<file path="src/rtl/sort_serializer.sv">
// rtl/sort_serializer.sv - serializes a captured 5-word sorted frame, flags ordering faults and counts dropped frames
module sort_serializer #(
    parameter int WIDTH = 16,
    parameter int CNT_W = 8
) (
    input  logic             clk,
    input  logic             rst,
    input  logic             in_valid,
    input  logic [WIDTH-1:0] in1,
    input  logic [WIDTH-1:0] in2,
    input  logic [WIDTH-1:0] in3,
    input  logic [WIDTH-1:0] in4,
    input  logic [WIDTH-1:0] in5,
    output logic             in_ready,
    output logic [WIDTH-1:0] out_data,
    output logic             out_valid,
    input  logic             out_ready,
    output logic [2:0]       out_index,
    output logic             out_last,
    output logic             out_order_err,
    output logic [CNT_W-1:0] drop_count
);

    localparam logic [0:0] IDLE = 1'b0;
    localparam logic [0:0] SEND = 1'b1;

    logic [0:0]       state;
    logic [WIDTH-1:0] slot0, slot1, slot2, slot3, slot4;
    logic [2:0]       idx;
    logic             err_q;
    logic             order_bad;

    // Equal neighbours are legal; only a strictly larger successor is a fault.
    assign order_bad = (in1 < in2) | (in2 < in3) | (in3 < in4) | (in4 < in5);

    always_ff @(posedge clk) begin
        if (rst) begin
            state      <= IDLE;
            in_ready   <= 1'b1;
            out_valid  <= 1'b0;
            idx        <= 3'd0;
            err_q      <= 1'b0;
            drop_count <= '0;
        end else begin
            if (in_valid && !in_ready && (drop_count != {CNT_W{1'b1}})) begin
                drop_count <= drop_count + CNT_W'(1);
            end
            case (state)
                IDLE: begin
                    if (in_valid) begin
                        state     <= SEND;
                        in_ready  <= 1'b0;
                        out_valid <= 1'b1;
                        idx       <= 3'd0;
                        err_q     <= order_bad;
                    end
                end
                SEND: begin
                    if (out_ready) begin
                        if (idx == 3'd4) begin
                            state     <= IDLE;
                            in_ready  <= 1'b1;
                            out_valid <= 1'b0;
                            idx       <= 3'd0;
                            err_q     <= 1'b0;
                        end else begin
                            idx <= idx + 3'd1;
                        end
                    end
                end
                default: begin
                    state     <= IDLE;
                    in_ready  <= 1'b1;
                    out_valid <= 1'b0;
                    idx       <= 3'd0;
                    err_q     <= 1'b0;
                end
            endcase
        end
    end

    // Payload slots carry no reset; out_data is gated by out_valid so stale words never leak.
    always_ff @(posedge clk) begin
        if (!rst && (state == IDLE) && in_valid) begin
            slot0 <= in1;
            slot1 <= in2;
            slot2 <= in3;
            slot3 <= in4;
            slot4 <= in5;
        end
    end

    always_comb begin
        out_data = '0;
        if (out_valid) begin
            case (idx)
                3'd0:    out_data = slot0;
                3'd1:    out_data = slot1;
                3'd2:    out_data = slot2;
                3'd3:    out_data = slot3;
                3'd4:    out_data = slot4;
                default: out_data = '0;
            endcase
        end
    end

    assign out_index     = idx;
    assign out_last      = out_valid && (idx == 3'd4);
    assign out_order_err = err_q;

endmodule

</file>
<file path="config.mk">
export PLATFORM = sky130hd
export DESIGN_NAME = sort_serializer
export DESIGN_NICKNAME = d
export VERILOG_FILES = /design/src/rtl/sort_serializer.sv
export SDC_FILE = /design/constraint.sdc
export NUM_CORES = 1
export LEC_CHECK = 0
export ABC_AREA = 1
export CAP_MARGIN = 20
export CORE_UTILIZATION = 57
export CTS_BUF_LIST = sky130_fd_sc_hd__clkbuf_2
export DETAILED_ROUTE_END_ITERATION = 10
export PLACE_DENSITY_LB_ADDON = 0.12
export SKIP_CTS_REPAIR_TIMING = 1
export SYNTH_ARGS = -nofsm -noshare
export SYNTH_HDL_FRONTEND = slang
export SYNTH_SLANG_ARGS = --single-unit
</file>
<file path="constraint.sdc">
create_clock -name clk -period 15.48 [get_ports clk]
set_clock_uncertainty 0.05 [all_clocks]
set_input_delay 3.87 -clock clk [delete_from_list [all_inputs] [get_ports clk]]
set_output_delay 3.87 -clock clk [all_outputs]
set_load 0.01 [all_outputs]
</file>
==> impl_metrics.yaml, run 1 <==
floorplanning:
  die_area_sq_um: 9850
  fp.coreArea_sq_um: 9200
  initial_core_util_pct: 58.6
  die_w_um: 99.2
  pin_count: 115
  fp.dieH_um: 99.2
  placementRows: 35
clock_tree:
  cts_root_buffer: "clkbuf_2"
  cts_tree: "yes"
  cts_buffers: 9
  cts.clk_slew.worst_paths_ns: 0.27
  cts.sinks: 95
  clkLatencyLatePin_ns: 0.51
  htreeDepth: 3
  clock_path_buffers: 2
layout:
  diodes: 0
  syn_to_final_growth_pct: 24.2
  final_layout_size_suffix_gt1_share_pct: 4.59
  nets: 820
setup_path:
  cp_max_fo: 40
  cp-start-kind: "register"
  crit_type: "reg2out"
  critPathRequiredTime_ns: 11.56
  critical_path_arrival_ns: 3.39
  endpoint_kind: "primary output"
placement:
  port_buffers: 114
  hpwl_um: 9140
  gp_congestion: 0.825
sta:
  worstMarginPinSlew_ns: 0.923
  rsz0062_at_grt: "no"
  finalHoldViolations: 0
  slew_viol_final: 0
  max_freq_ghz: 0.137
  finalSetupViolCount: 0
  setup_tns_ns: 0
  period_share_pct: 47.2
  maxSlewHeadroom_pct: 38.5
  min_period_ns: 7.31
logic_synthesis:
  synth-seq-cells: 95
  yosysTopAreaCell: "edfxtp_1"
  ys_warn_count: 0
  syn_avg_cell_area_sq_um: 9.67
  synth.top_cell.area_share_pct: 44.6
  syn-num-nets: 707
  synth_area_sq_um: 5390
  synth_cell_type_count: 32
  synth-seq-area-share_pct: 50.2
  synthArstFlopShare_pct: 0
  synthTopCellsByArea: "edfxtp_1, ha_1, nand2_1, inv_1, dfxtp_1"
  synth_edf_count: 80
  yosys_most_used_dff: "edfxtp_1"
  syn_inst: 557
route:
  drtPass1Iterations: 5
  drt_wl_total_um: 12300
  ant_nets: 0
  wl_per_cell_um: 15.7
  dr_total_vias: 4357
  drc: 0
  viasPerCell: 5.54
  drt_first_iter_violations: 213
worst_hold_path:
  hold_path.class: "reg2reg"
global_route:
  grt_pass1_wl_um: 19700
  antenna_found_initial: 0
  grt_pass1_vias: 4228
  grt_usage_pct: 26.3
  grt_max_degree: 72
  grt-ovfl-total: 0
power_and_ir_drop:
  vdd_ir_drop_max_mv: 0.0432
  leakagePower_nw: 2.93
  power_w: 0.000495
  power_density_nw_per_um2: 74.0
job:
  max_cap_viol_count: 0
status:
  status: "complete, no violations"
## layout make-up
cell class                      instances  area (sq um)
Clock buffer                           11          55.1
Clock inverter                          5          32.5
Fill cell                             703          2500
Inverter                              110           429
Multi-Input combinational cell        339          2180
Sequential cell                        95          2700
Tap cell                              111           139
Timing Repair Buffer                  115          1150
## cells in the final DEF (no fill, tap or decap), types with 2 or more instances in the layout
master	synthesis	routed
nor3_1	7	7
inv_1	105	105
nor2_1	31	30
a21oi_2	2	2
dfxtp_1	15	15
o21ai_0	19	19
nand3_1	20	20
nand3_2	2	2
nor2_2	2	2
inv_2	2	2
a21oi_1	35	35
o21ai_1	6	6
a311oi_1	10	10
nand4_1	3	3
a32o_1	10	10
a31oi_1	12	12
ha_1	66	66
clkbuf_2	1	11
edfxtp_1	80	80
nor2_4	1	2
nand2_1	108	108
inv_4	1	4
clkdlybuf4s50_1	0	114
## through the flow
step           instances  setup slack [ns]  util, %  hold WS, ns  instance area, sq um
2_1_floorplan        557              7.43        -        0.439                  5390
5_1_grt              786              7.99     72.8        0.458                  6690
4_1_cts              786              8.18     72.8        0.450                  6690
3_5_place_dp         770              8.80     71.8        0.417                  6600
3_3_place_gp         770              8.91     71.8        0.410                  6600
6_report             786              8.17     72.8        0.452                  6690
## Yosys cell counts, types with 2 or more instances
cell type,instances
a21oi_2,2
nand3_2,2
edfxtp_1,80
o21ai_1,6
nor2_2,2
dfxtp_1,15
nor3_1,7
clkbuf_1,3
a21oi_1,35
nand4_1,3
nor2_1,31
nand2_1,108
nand3_1,20
buf_2,6
a32o_1,10
ha_1,66
inv_2,2
inv_1,105
o21ai_0,19
a31oi_1,12
buf_6,3
a311oi_1,10
## critical path, stage by stage, from the launching register on
cell             delay, ns
dfxtp_1               0.42
inv_2                 0.53
ha_1                  0.89
a32o_1                0.21
a311oi_1              0.04
nor2_1                0.19
clkdlybuf4s50_1       0.58
## per-layer routing
metal  up-vias  track usage, %  wire length, um
met5         -               0                0
met4         0            12.2              389
met3        26            4.29              851
met2       180            43.9             5970
met1      2029            33.8             5120
li1       2122               -                -
## flip-flops by register name (all words and copies together), names as in the netlist
register       cells
out_valid          1
slot0             16
slot3             16
out_index          3
in_ready           1
slot1             16
out_order_err      1
slot2             16
drop_count         8
state              1
slot4             16
## power breakdown
group | internal, W | switching [W] | leakage [nW] | total [W]
Sequential | 0.000288 | 0.00000352 | 0.863 | 0.000292
Combinational | 0.0000465 | 0.0000498 | 2.00 | 0.0000962
Clock | 0.0000232 | 0.0000841 | 0.0671 | 0.000107
Total | 0.000358 | 0.000137 | 2.93 | 0.000495
## path summary, 6_finish.rpt
path | to | slack, ns | startpoint | depth (start not counted)
worst max-delay path | out_data[8] | 8.17 | out_index[2] | 6
worst max register to register | slot0[14] | 13.36 | state | 4
worst min-delay path | drop_count[4] | 0.45 | drop_count[4] | 2
worst min register to register | drop_count[4] | 0.45 | drop_count[4] | 2
## cells by family after synthesis
family	count (synthesis)	share of synthesized area, %
AND/OR/NAND/NOR	178	14.2
buffers and inverters	123	9.45
AO/OA/AOI/OAI	95	10.9
flip-flops	95	50.2
adder cells (fa/ha/maj)	66	15.3
Power figures use the tool's default switching activity.
==> run 2: changes to the inputs <==
- CORE_UTILIZATION: 57 -> 48
- clock period: 15.48 -> 6.2 ns (I/O delays scaled with it)
==> run 2 against run 1 <==
Compared with the run above:
- sequential power grew 150%
- power grew to 2.7 times the previous value
- combinational power grew 150%
- non-clock buffer count is the same
==> impl_metrics.yaml, run 2 (synthesized netlist as in run 1, its figures left out) <==
status:
  status: "complete, no violations"
placement:
  gp_congestion: 0.816
  place_ws_ns: 1.88
  port_buffers: 114
  hpwl_um: 9100
sta:
  layout_setup_ws_ns: 1.28
  finalHoldViolations: 0
  slew_viol_final: 0
  min_period_ns: 4.92
  setup_tns_ns: 0
  worstMarginPinSlew_ns: 1.02
  finalSetupViolCount: 0
  rsz0062_at_grt: "no"
  maxSlewHeadroom_pct: 32.0
  max_freq_ghz: 0.203
  period_share_pct: 79.4
setup_path:
  critPathRequiredTime_ns: 4.60
  endpoint_kind: "primary output"
  cp-start-kind: "register"
  crit_type: "reg2out"
  cp_max_fo: 40
  critical_path_arrival_ns: 3.32
floorplanning:
  initial_core_util_pct: 49.5
  fp.coreArea_sq_um: 10900
  placementRows: 38
  die_area_sq_um: 11700
  pin_count: 115
  die_w_um: 108
  fp.dieH_um: 108
layout:
  layout_commonest_cell: "clkdlybuf4s50_1"
  multi_input_area_sq_um: 2180
  diodes: 0
  ff_latch_area_sq_um: 2700
  fillers: 927
  final_layout_size_suffix_gt1_share_pct: 4.59
  nets: 820
  syn_to_final_growth_pct: 26.3
  final_cell_mix: "clkdlybuf4s50_1, nand2_1, inv_1"
clock_tree:
  cts.clk_slew.worst_paths_ns: 0.26
  cts_buffers: 9
  clock_path_buffers: 2
  cts_tree: "yes"
  cts_root_buffer: "clkbuf_2"
  clkLatencyLatePin_ns: 0.54
  cts.sinks: 95
  htreeDepth: 3
power_and_ir_drop:
  vdd_ir_drop_max_mv: 0.0928
  power_density_nw_per_um2: 199
  leakagePower_nw: 2.95
global_route:
  grt_usage_pct: 21.9
  grt_use_met3_pct: 3.13
  grt-ovfl-total: 0
  use_met1_pct: 28.0
  top_usage_layer: "met2"
  grt_pass1_wl_um: 19000
  antenna_found_initial: 0
  grt_pass1_vias: 4057
  grt_max_degree: 83
  grt_use_met2_pct: 37.7
route:
  drt_wl_total_um: 12200
  drc: 0
  drtPass1Iterations: 5
  ant_nets: 0
  drt_first_iter_violations: 253
  wl_per_cell_um: 14.9
  viasPerCell: 5.18
  dr_total_vias: 4221
job:
  max_cap_viol_count: 0
worst_hold_path:
  hold_path.class: "reg2reg"
-- run 2: changes by cell type in the layout (fill, tap and decap cells not counted) --
cell | previous run | this run
clkinv_2 | 1 | 0
clkbuf_2 | 11 | 9
bufinv_16 | 0 | 3
inv_4 | 4 | 1
clkinvlp_4 | 0 | 3
-- run 2: path summary, 6_finish.rpt --
check | start | endpoint | slack [ns] | depth (start not counted)
max reg2reg | state | slot4[15] | 4.29 | 4
min | drop_count[4] | drop_count[4] | 0.44 | 2
min reg2reg | drop_count[4] | drop_count[4] | 0.44 | 2
max | out_index[2] | out_data[8] | 1.28 | 6
-- run 2: cell type report --
| type | count | area share [%] |
|---|---|---|
| Clock buffer | 9 | 0.662 |
| Inverter | 110 | 6.31 |
| Sequential cell | 95 | 39.7 |
| Clock inverter | 7 | 1.78 |
| Multi-Input combinational cell | 339 | 32.1 |
| Timing Repair Buffer | 115 | 16.9 |
| Tap cell | 140 | 2.57 |
-- run 2: power by group --
group / switching (W) / internal (W) / total (W)
registers: 0.00000887 / 0.000720 / 0.000729
logic: 0.000122 / 0.000116 / 0.000238
clock network: 0.000217 / 0.000173 / 0.000390
total: 0.000348 / 0.00101 / 0.00136
-- run 2: worst max-delay path, cell delays in order, from the launching register on --
cell and delay (ns):
dfxtp_1 0.42, inv_2 0.53, ha_1 0.82, a32o_1 0.21
a311oi_1 0.05, nor2_1 0.18, clkdlybuf4s50_1 0.57
-- run 2: metal layers --
metal	up-vias	part of all wire, %
li1	2120	-
met1	1959	45
met2	131	49
met3	11	5.1
met4	0	1.4
met5	-	0
-- run 2: stage by stage --
step	std cells	util, %	hold slack [ns]	cell area, sq um	total power [W]
global placement	799	61.0	0.407	6640	0.000973
CTS	815	62.5	0.441	6810	0.00137
floorplan	557	-	0.439	5390	0.000861
finish	815	62.5	0.437	6810	0.00136
global route	815	62.5	0.453	6810	0.00142
detailed placement	799	61.0	0.412	6640	0.000982
